### src/rtl/wb_stage.sv
// Writeback stage: latches the MEM result and drives the decode write bus.
// Splits GPR+CSR dual writes over two cycles, counts retirements, detects halt.
module wb_stage #(
  parameter int DBITS = 32,
  parameter int REGNOBITS = 5,
  parameter int CSRNOBITS = 4,
  parameter logic [CSRNOBITS-1:0] HALT_CSR = 'hF
) (
  input  logic                 clk,
  input  logic                 reset,
  input  logic                 mem_valid,
  input  logic [DBITS-1:0]     mem_pc,
  input  logic                 mem_wr_reg,
  input  logic [REGNOBITS-1:0] mem_wregno,
  input  logic [DBITS-1:0]     mem_regval,
  input  logic                 mem_wr_csr,
  input  logic [CSRNOBITS-1:0] mem_wcsrno,
  input  logic [DBITS-1:0]     mem_csrval,
  output logic                 wb_stall,
  output logic [REGNOBITS+DBITS+CSRNOBITS+1:0] from_WB_to_DE,
  output logic [DBITS-1:0]     retired_count,
  output logic                 halted
);

  typedef enum logic [1:0] {RUN, CSR2, HALT} state_t;

  state_t state, state_nxt;

  logic                 v_q;
  logic [DBITS-1:0]     pc_q;
  logic                 wr_reg_q;
  logic [REGNOBITS-1:0] wregno_q;
  logic [DBITS-1:0]     regval_q;
  logic                 wr_csr_q;
  logic [CSRNOBITS-1:0] wcsrno_q;
  logic [DBITS-1:0]     csrval_q;

  logic wr_reg_eff;
  logic wr_csr_eff;
  logic halt_wr;
  logic retire;

  logic                 bus_wr_reg;
  logic [REGNOBITS-1:0] bus_wregno;
  logic [DBITS-1:0]     bus_val;
  logic [CSRNOBITS-1:0] bus_wcsrno;
  logic                 bus_wr_csr;

  // PC travels with the instruction for debug visibility only.
  logic unused_pc;
  assign unused_pc = ^pc_q;

  assign wr_reg_eff = v_q & wr_reg_q & (wregno_q != '0);
  assign wr_csr_eff = v_q & wr_csr_q;
  assign halt_wr = (wcsrno_q == HALT_CSR) && (csrval_q != '0);

  assign from_WB_to_DE = {bus_wr_reg, bus_wregno, bus_val,
                          bus_wcsrno, bus_wr_csr};

  // Write-bus select, stall, retire and next state.
  always_comb begin
    state_nxt  = state;
    wb_stall   = 1'b0;
    retire     = 1'b0;
    bus_wr_reg = 1'b0;
    bus_wregno = '0;
    bus_val    = '0;
    bus_wcsrno = '0;
    bus_wr_csr = 1'b0;
    case (state)
      RUN: begin
        if (wr_reg_eff && wr_csr_eff) begin
          bus_wr_reg = 1'b1;
          bus_wregno = wregno_q;
          bus_val    = regval_q;
          wb_stall   = 1'b1;
          state_nxt  = CSR2;
        end else begin
          retire = v_q;
          if (wr_reg_eff) begin
            bus_wr_reg = 1'b1;
            bus_wregno = wregno_q;
            bus_val    = regval_q;
          end else if (wr_csr_eff) begin
            bus_wr_csr = 1'b1;
            bus_wcsrno = wcsrno_q;
            bus_val    = csrval_q;
            if (halt_wr) state_nxt = HALT;
          end
        end
      end
      CSR2: begin
        bus_wr_csr = 1'b1;
        bus_wcsrno = wcsrno_q;
        bus_val    = csrval_q;
        retire     = 1'b1;
        state_nxt  = halt_wr ? HALT : RUN;
      end
      HALT: wb_stall = 1'b1;
      default: state_nxt = RUN;
    endcase
  end

  // WB latch: takes the MEM instruction unless stalled or halted.
  always_ff @(posedge clk) begin
    if (!reset) begin
      v_q      <= 1'b0;
      pc_q     <= '0;
      wr_reg_q <= 1'b0;
      wregno_q <= '0;
      regval_q <= '0;
      wr_csr_q <= 1'b0;
      wcsrno_q <= '0;
      csrval_q <= '0;
    end else if (!wb_stall && state != HALT) begin
      v_q      <= mem_valid;
      pc_q     <= mem_pc;
      wr_reg_q <= mem_wr_reg;
      wregno_q <= mem_wregno;
      regval_q <= mem_regval;
      wr_csr_q <= mem_wr_csr;
      wcsrno_q <= mem_wcsrno;
      csrval_q <= mem_csrval;
    end
  end

  // State, retirement counter and halt flag.
  always_ff @(posedge clk) begin
    if (!reset) begin
      state         <= RUN;
      retired_count <= '0;
      halted        <= 1'b0;
    end else begin
      state  <= state_nxt;
      halted <= (state_nxt == HALT);
      if (retire) retired_count <= retired_count + DBITS'(1);
    end
  end

endmodule

### config.mk
export PLATFORM = sky130hd
export DESIGN_NAME = wb_stage
export DESIGN_NICKNAME = d
export VERILOG_FILES = /design/src/rtl/wb_stage.sv
export SDC_FILE = /design/constraint.sdc
export NUM_CORES = 1
export LEC_CHECK = 0
export ABC_AREA = 1
export BUFFER_PORTS_ARGS = -buffer_cell sky130_fd_sc_hd__buf_2
export CAP_MARGIN = 20
export CORE_ASPECT_RATIO = 0.5
export CORE_MARGIN = 4
export CORE_UTILIZATION = 51
export DETAILED_ROUTE_END_ITERATION = 12
export GPL_ROUTABILITY_DRIVEN = 0
export PLACE_DENSITY = 0.89
export SKIP_LAST_GASP = 1
export SLEW_MARGIN = 0
export SYNTH_ARGS = -nofsm -noshare
export SYNTH_HDL_FRONTEND = slang
export SYNTH_SLANG_ARGS = --single-unit
### constraint.sdc
create_clock -name clk -period 2 [get_ports clk]
set_input_delay 0.4 -clock clk [delete_from_list [all_inputs] [get_ports clk]]
set_output_delay 0.4 -clock clk [all_outputs]
set_load 0.02 [all_outputs]
==> results.toml, run 1 <==
[setup_path]
crit_buf_inv = 5
worstRegToRegCells = 11
path_max_fanout = 8
critical_path_cell_count = 10
cp-start-kind = "flop"
cp.arrival_ns = 1.89
crit_type = "reg2out"
crit_family = "buffers and inverters"
cp_data_required_time_ns = 1.60
max_stage_delay_ns = 0.35
cp_slowest_cell = "dfxtp_2"
cp-end-kind = "output pin"
cp_cell_sequence = "inv_2 -> nand3_4 -> nand2_4 -> buf_6 -> nor2_4 -> buf_12 -> buf_16 -> nand2_1 -> o21ai_1 -> buf_4"

[floorplan]
die_area_sq_um = 12700
boundaryPins = 187
chipWidth_um = 155
rows = 26
coreArea_sq_um = 10400
die_h_um = 81.6
initial_core_util = 0.532

[logic_synthesis]
synth_nets = 963
postSynthCellCount = 852
yosys.area.top_type_share = 0.403
synth_seq_area_share = 0.403
yosysUniqueCellTypes = 28
ys_seq_elements = 111
synth_top_cell_by_area = "dfxtp_1"
synthTopCellsByArea = "dfxtp_1 (40%), nor2_1 (15%), nand2_1 (12%)"
syn_area_sq_um = 5520
yosysWarnings = 0
syn_area_per_cell_sq_um = 6.48

[clock_network]
clockRootBuffer = "clkbuf_16"
clkLatencyLatePin_ns = 0.35
cts_hold_buffers = 0
clk_path_buf_depth = 2
cts_made_buffers = 9
h-tree-depth = 3
cts_tree = "built"
clkTransAtPathRegs_ns = 0.08
clock-sinks = 111

[hold_path]
whs_path_depth = 3
hold_class = "in2reg"

[cells_and_area]
n_fill_cell = 814
final_area_sq_um = 7430
register_area_sq_um = 2230
final_cell_mix = "nor2_1 (206), nand2_1 (152), buf_2 (115)"
layout-drive-gt1-share = 0.285
layout_commonest_cell = "nor2_1"
antenna_cells = 0
synthToLayoutAreaGrowth_pct = 34.7
stdcell_count = 1156
utilization = 0.716
multi_input_area_sq_um = 3040
nets = 1122

[timing]
maxSlewHeadroom = 0.706
skew_ns = 0.0118
slew_violations = 0
fin_crit_ns = 2.29
worst_slew_pin_slew_ns = 0.436
fin_crit_sh = 1.15
timing.fmax_ghz = 0.436
rsz0062_at_grt = "true"
setup_viol = 39
fin_ws_ns = -0.294
hold_viol_final = 0

[power_and_ir_drop]
intPower_uw = 3520
clock_power_share = 0.391
leakagePower_uw = 0.00324
switchingPower_uw = 1240
p_comb_frac = 0.113
seq_power_share = 0.496
vdd_drop_max_mv = 0.411
swShare = 0.261
power_density_nw_per_um2 = 641

[place]
dp.final_hpwl_um = 10900
dp.cells = 1123
place_area_sq_um = 6420
numPortBuffers = 154

[drt]
wl_met1_um = 7170
wl_per_cell_um = 16.1
wl_met2_um = 8910
drtIter0Drc = 537
drt_first_pass_iters = 6
route.final.wire_length_um = 18600
highest_layer = "met4"
viasPerCell = 5.53
num_vias = 6390
dr_wl_met3_um = 1640
drcViolationCount = 0
final_antenna_net_count = 0

[global_route]
track_usage = 0.270
grt_max_degree = 78
overflow = 0
grt_pass1_vias = 6021
antenna_found_initial = 0
grt_pass1_wl_um = 27700

[status]
status = "finished with violations"
violations = "negative setup slack"

[job]
cap_violations = 0
-- Yosys cell counts (all sizes together) --
master / number
clkbuf: 16
a21oi: 33
o21ai: 114
nor3: 2
dfxtp: 111
inv: 71
nor4: 1
nand3: 50
xnor2: 5
xor2: 10
nand2: 177
clkinv: 1
o211ai: 1
nor2: 223
nand4: 8
ha: 1
buf: 28
-- power by group through the flow --
stage | sequential (uW) | clock (uW) | combinational, uW
3_3_place_gp | 2390 | 0 | 414
4_1_cts | 2350 | 1880 | 482
2_1_floorplan | 2390 | 0 | 248
5_1_grt | 2370 | 1990 | 587
3_5_place_dp | 2400 | 0 | 422
6_report | 2360 | 1860 | 539
-- worst paths after layout --
path	slack (ns)	end	from
max	-0.29	from_WB_to_DE[10]	wregno_q[3]
max reg2reg	0.11	regval_q[3]	wregno_q[2]
min reg2reg	0.52	csrval_q[26]	csrval_q[26]
min	0.27	csrval_q[17]	mem_csrval[17]
-- kinds of logic after synthesis --
family,Yosys count,synth area share
adders and majority gates,1,0.00227
AOI/OAI and AO/OA,148,0.137
DFF,111,0.403
buffers and inverters,116,0.0934
and+or+nand+nor,461,0.341
xor gates and xnor gates,15,0.0238
-- what timing repair did --
action,in CTS,in global routing
gates resized for setup,115,76
pin swaps,7,5
setup buffers,11,3
gates cloned,4,0
setup endpoints to repair,41,43
-- state kept, by name (all words and copies together) (netlist names) --
name and count:
csrval_q 32, halted 1, regval_q 32, retired_count 32, state 2, v_q 1
wcsrno_q 4, wr_csr_q 1, wr_reg_q 1, wregno_q 5
-- tightest hold or removal path, delay by kind of cell --
| family | cells | cell delay (ns) |
|---|---|---|
| buf+inv | 1 | 0.07 |
| simple gates | 2 | 0.11 |
-- cell type report --
type	count	share of cell area
tap	140	0.0236
multi-input combinational	626	0.409
clock buffer	10	0.0308
clock inverter	6	0.0103
sequential	111	0.301
timing repair buffer	191	0.188
inverter	72	0.0374
-- routing by layer --
layer,track usage,up-vias
li1,-,3012
met1,0.311,2908
met2,0.477,372
met3,0.0658,98
met4,0.135,0
met5,0,-
-- through the flow --
stage	hold slack [ns]	setup WS (ns)	power, uW	TNS [ns]
after floorplan	0.463	0.0790	2640	0
after global placement	0.478	-0.0728	2800	-1.62
after detailed placement	0.497	-0.172	2820	-4.16
after CTS	0.260	-0.145	4710	-4.15
after global routing	0.260	-0.323	4950	-7.12
final	0.267	-0.294	4760	-5.02
Note: power is estimated with default switching activity, not from simulation.
==> run 2, diff against run 1 <==
--- a/config.mk
+++ b/config.mk
@@ -14,6 +14,7 @@
 export DETAILED_ROUTE_END_ITERATION = 12
 export GPL_ROUTABILITY_DRIVEN = 0
 export PLACE_DENSITY = 0.89
+export REMOVE_ABC_BUFFERS = 1
 export SKIP_LAST_GASP = 1
 export SLEW_MARGIN = 0
 export SYNTH_ARGS = -nofsm -noshare
==> run 2 against run 1 <==
- the run still ends with negative setup slack left
- routed wire length down 17%
- global-route usage down 3.0 points
- clock skew is 0.0048 ns lower
- sequential cell count unchanged
- sequential share of layout area up 1.2 points
- power shrank 2.9%
- die area unchanged
- register-to-register slack improved by 0.02 ns
- critical endpoint is now from_WB_to_DE[35]
- largest power group unchanged
==> results.toml, run 2 (synthesis gave the netlist of run 1 again) <==
[job]
cap_violations = 0

[clock_network]
clkLatencyLatePin_ns = 0.34
clockRootBuffer = "clkbuf_16"
clk_path_buf_depth = 2
cts_hold_buffers = 0
clkTransAtPathRegs_ns = 0.08
h-tree-depth = 3
cts_tree = "built"
cts_made_buffers = 9
clock-sinks = 111

[cells_and_area]
reg.largest.list = "csrval_q (32), regval_q (32), retired_count (32)"
stdcell_count = 1147
final_cell_mix = "nor2_1 (209), nand2_1 (160), buf_2 (115)"
layout_commonest_cell = "nor2_1"
antenna_cells = 0
layout-drive-gt1-share = 0.259
final_area_sq_um = 7150
nets = 1113
synthToLayoutAreaGrowth_pct = 29.6

[place]
dp.cells = 1116
numPortBuffers = 154
post-place-ws_ns = 0.100
place_area_sq_um = 6390
dp.final_hpwl_um = 10100

[setup_path]
max_stage_delay_ns = 0.34
crit_type = "reg2out"
worstRegToRegCells = 11
cp_slowest_cell = "dfxtp_2"
cp-end-kind = "output pin"
cp-start-kind = "flop"
cp_data_required_time_ns = 1.60
cp.arrival_ns = 1.81
cp_cell_sequence = "inv_1 -> nand3_2 -> nand2_2 -> buf_6 -> nor2_4 -> buf_12 -> buf_16 -> nand2_1 -> o21ai_1 -> buf_4"
rr_startpoint = "wregno_q[4]"
timing.reg2reg.setup_slack_ns = 0.13
r2r-end = "csrval_q[13]"
path_max_fanout = 8

[timing]
maxSlewHeadroom = 0.771
worst_slew_pin_slew_ns = 0.343
fin_crit_ns = 2.21
skew_ns = 0.00697
hold_viol_final = 0
fin_crit_sh = 1.11
fin_worst_hold_slack_ns = 0.275
timing.fmax_ghz = 0.452
rsz0062_at_grt = "true"
fin_ws_ns = -0.211
slew_violations = 0
setup_viol = 43

[hold_path]
hold_class = "in2reg"
min_to = "regval_q[13]"
min_from = "mem_regval[13]"
whs_path_depth = 3

[drt]
drt_first_pass_iters = 5
drtIter0Drc = 373
viasPerCell = 5.16
drcViolationCount = 0
route.final.wire_length_um = 15400
wl_per_cell_um = 13.5
final_antenna_net_count = 0
num_vias = 5924

[global_route]
antenna_found_initial = 1
track_usage = 0.239
grt_max_degree = 63
grt_pass1_vias = 5591
grt_pass1_wl_um = 25200
overflow = 0

[floorplan]
rows = 26
die_area_sq_um = 12700
initial_core_util = 0.532
die_h_um = 81.6
boundaryPins = 187
chipWidth_um = 155
coreArea_sq_um = 10400

[power_and_ir_drop]
vdd_drop_max_mv = 0.498
leakagePower_uw = 0.00311
power_density_nw_per_um2 = 647
power_uw = 4630

[status]
status = "finished with violations"
violations = "negative setup slack"
run 2: cell types whose count changed in the layout (fill, tap and decap cells not counted), moves of 3 or more:
| cell | previous run | this run |
|---|---|---|
| buf_6 | 33 | 15 |
| buf_4 | 34 | 45 |
| nand2_1 | 152 | 160 |
| nand2_2 | 19 | 13 |
| nor2_4 | 10 | 4 |
| nand2_4 | 6 | 3 |
| nor2_1 | 206 | 209 |
| nor2_2 | 7 | 10 |
| o21ai_0 | 74 | 77 |
| o21ai_2 | 19 | 16 |
| o21ai_4 | 4 | 1 |
run 2: layout make-up:
cell class              count  area, sq um
clock buffers              10          229
clock inverters             6         68.8
fillers                   866         3230
inverters                  72          273
multi-input cells         625         2920
flip-flops and latches    111         2230
well taps                 140          175
repair buffers            183         1250
run 2: worst max path at each step:
stage	start	to	slack, ns	cells past startpoint
floorplan	state[0]	from_WB_to_DE[25]	-0.56	5
global placement	wregno_q[1]	from_WB_to_DE[34]	0.11	9
detailed placement	wregno_q[1]	from_WB_to_DE[34]	0.10	9
CTS	wregno_q[4]	from_WB_to_DE[22]	-0.20	10
global route	wregno_q[4]	from_WB_to_DE[22]	-0.27	9
finish	wregno_q[3]	from_WB_to_DE[35]	-0.21	10
run 2: per-layer routing:
metal / GRT usage / share of wire / vias up
met3: 0.0584 / 0.063 / 28
li1: - / - / 2984
met5: 0 / 0.00084 / -
met1: 0.285 / 0.43 / 2718
met2: 0.435 / 0.49 / 192
met4: 0.0731 / 0.017 / 2
run 2: what timing repair did:
action,4_1_cts,5_1_grt
endpoints found under the setup margin,38,77
pin swaps,3,3
gates resized for setup,81,55
gates cloned,2,0
buffers inserted,6,8
run 2: worst max-delay path: cells and delay by family (launching register included):
kind | cells | cell delay (ns)
AO/OA/AOI/OAI | 1 | 0.08
buffers and inverters | 5 | 0.64
flip-flops | 1 | 0.34
AND/OR/NAND/NOR | 4 | 0.40
run 2: power by group:
part / internal, uW / total [uW] / switching [uW]
clock network: 982 / 1810 / 825
logic: 199 / 469 / 270
registers: 2300 / 2350 / 49.7
total: 3480 / 4630 / 1140
run 2: metrics by stage:
stage | TNS, ns | utilization
floorplan | -18.11 | -
global placement | 0 | 0.616
detailed placement | 0 | 0.616
CTS | -6.03 | 0.671
global route | -9.62 | 0.689
finish | -6.24 | 0.689
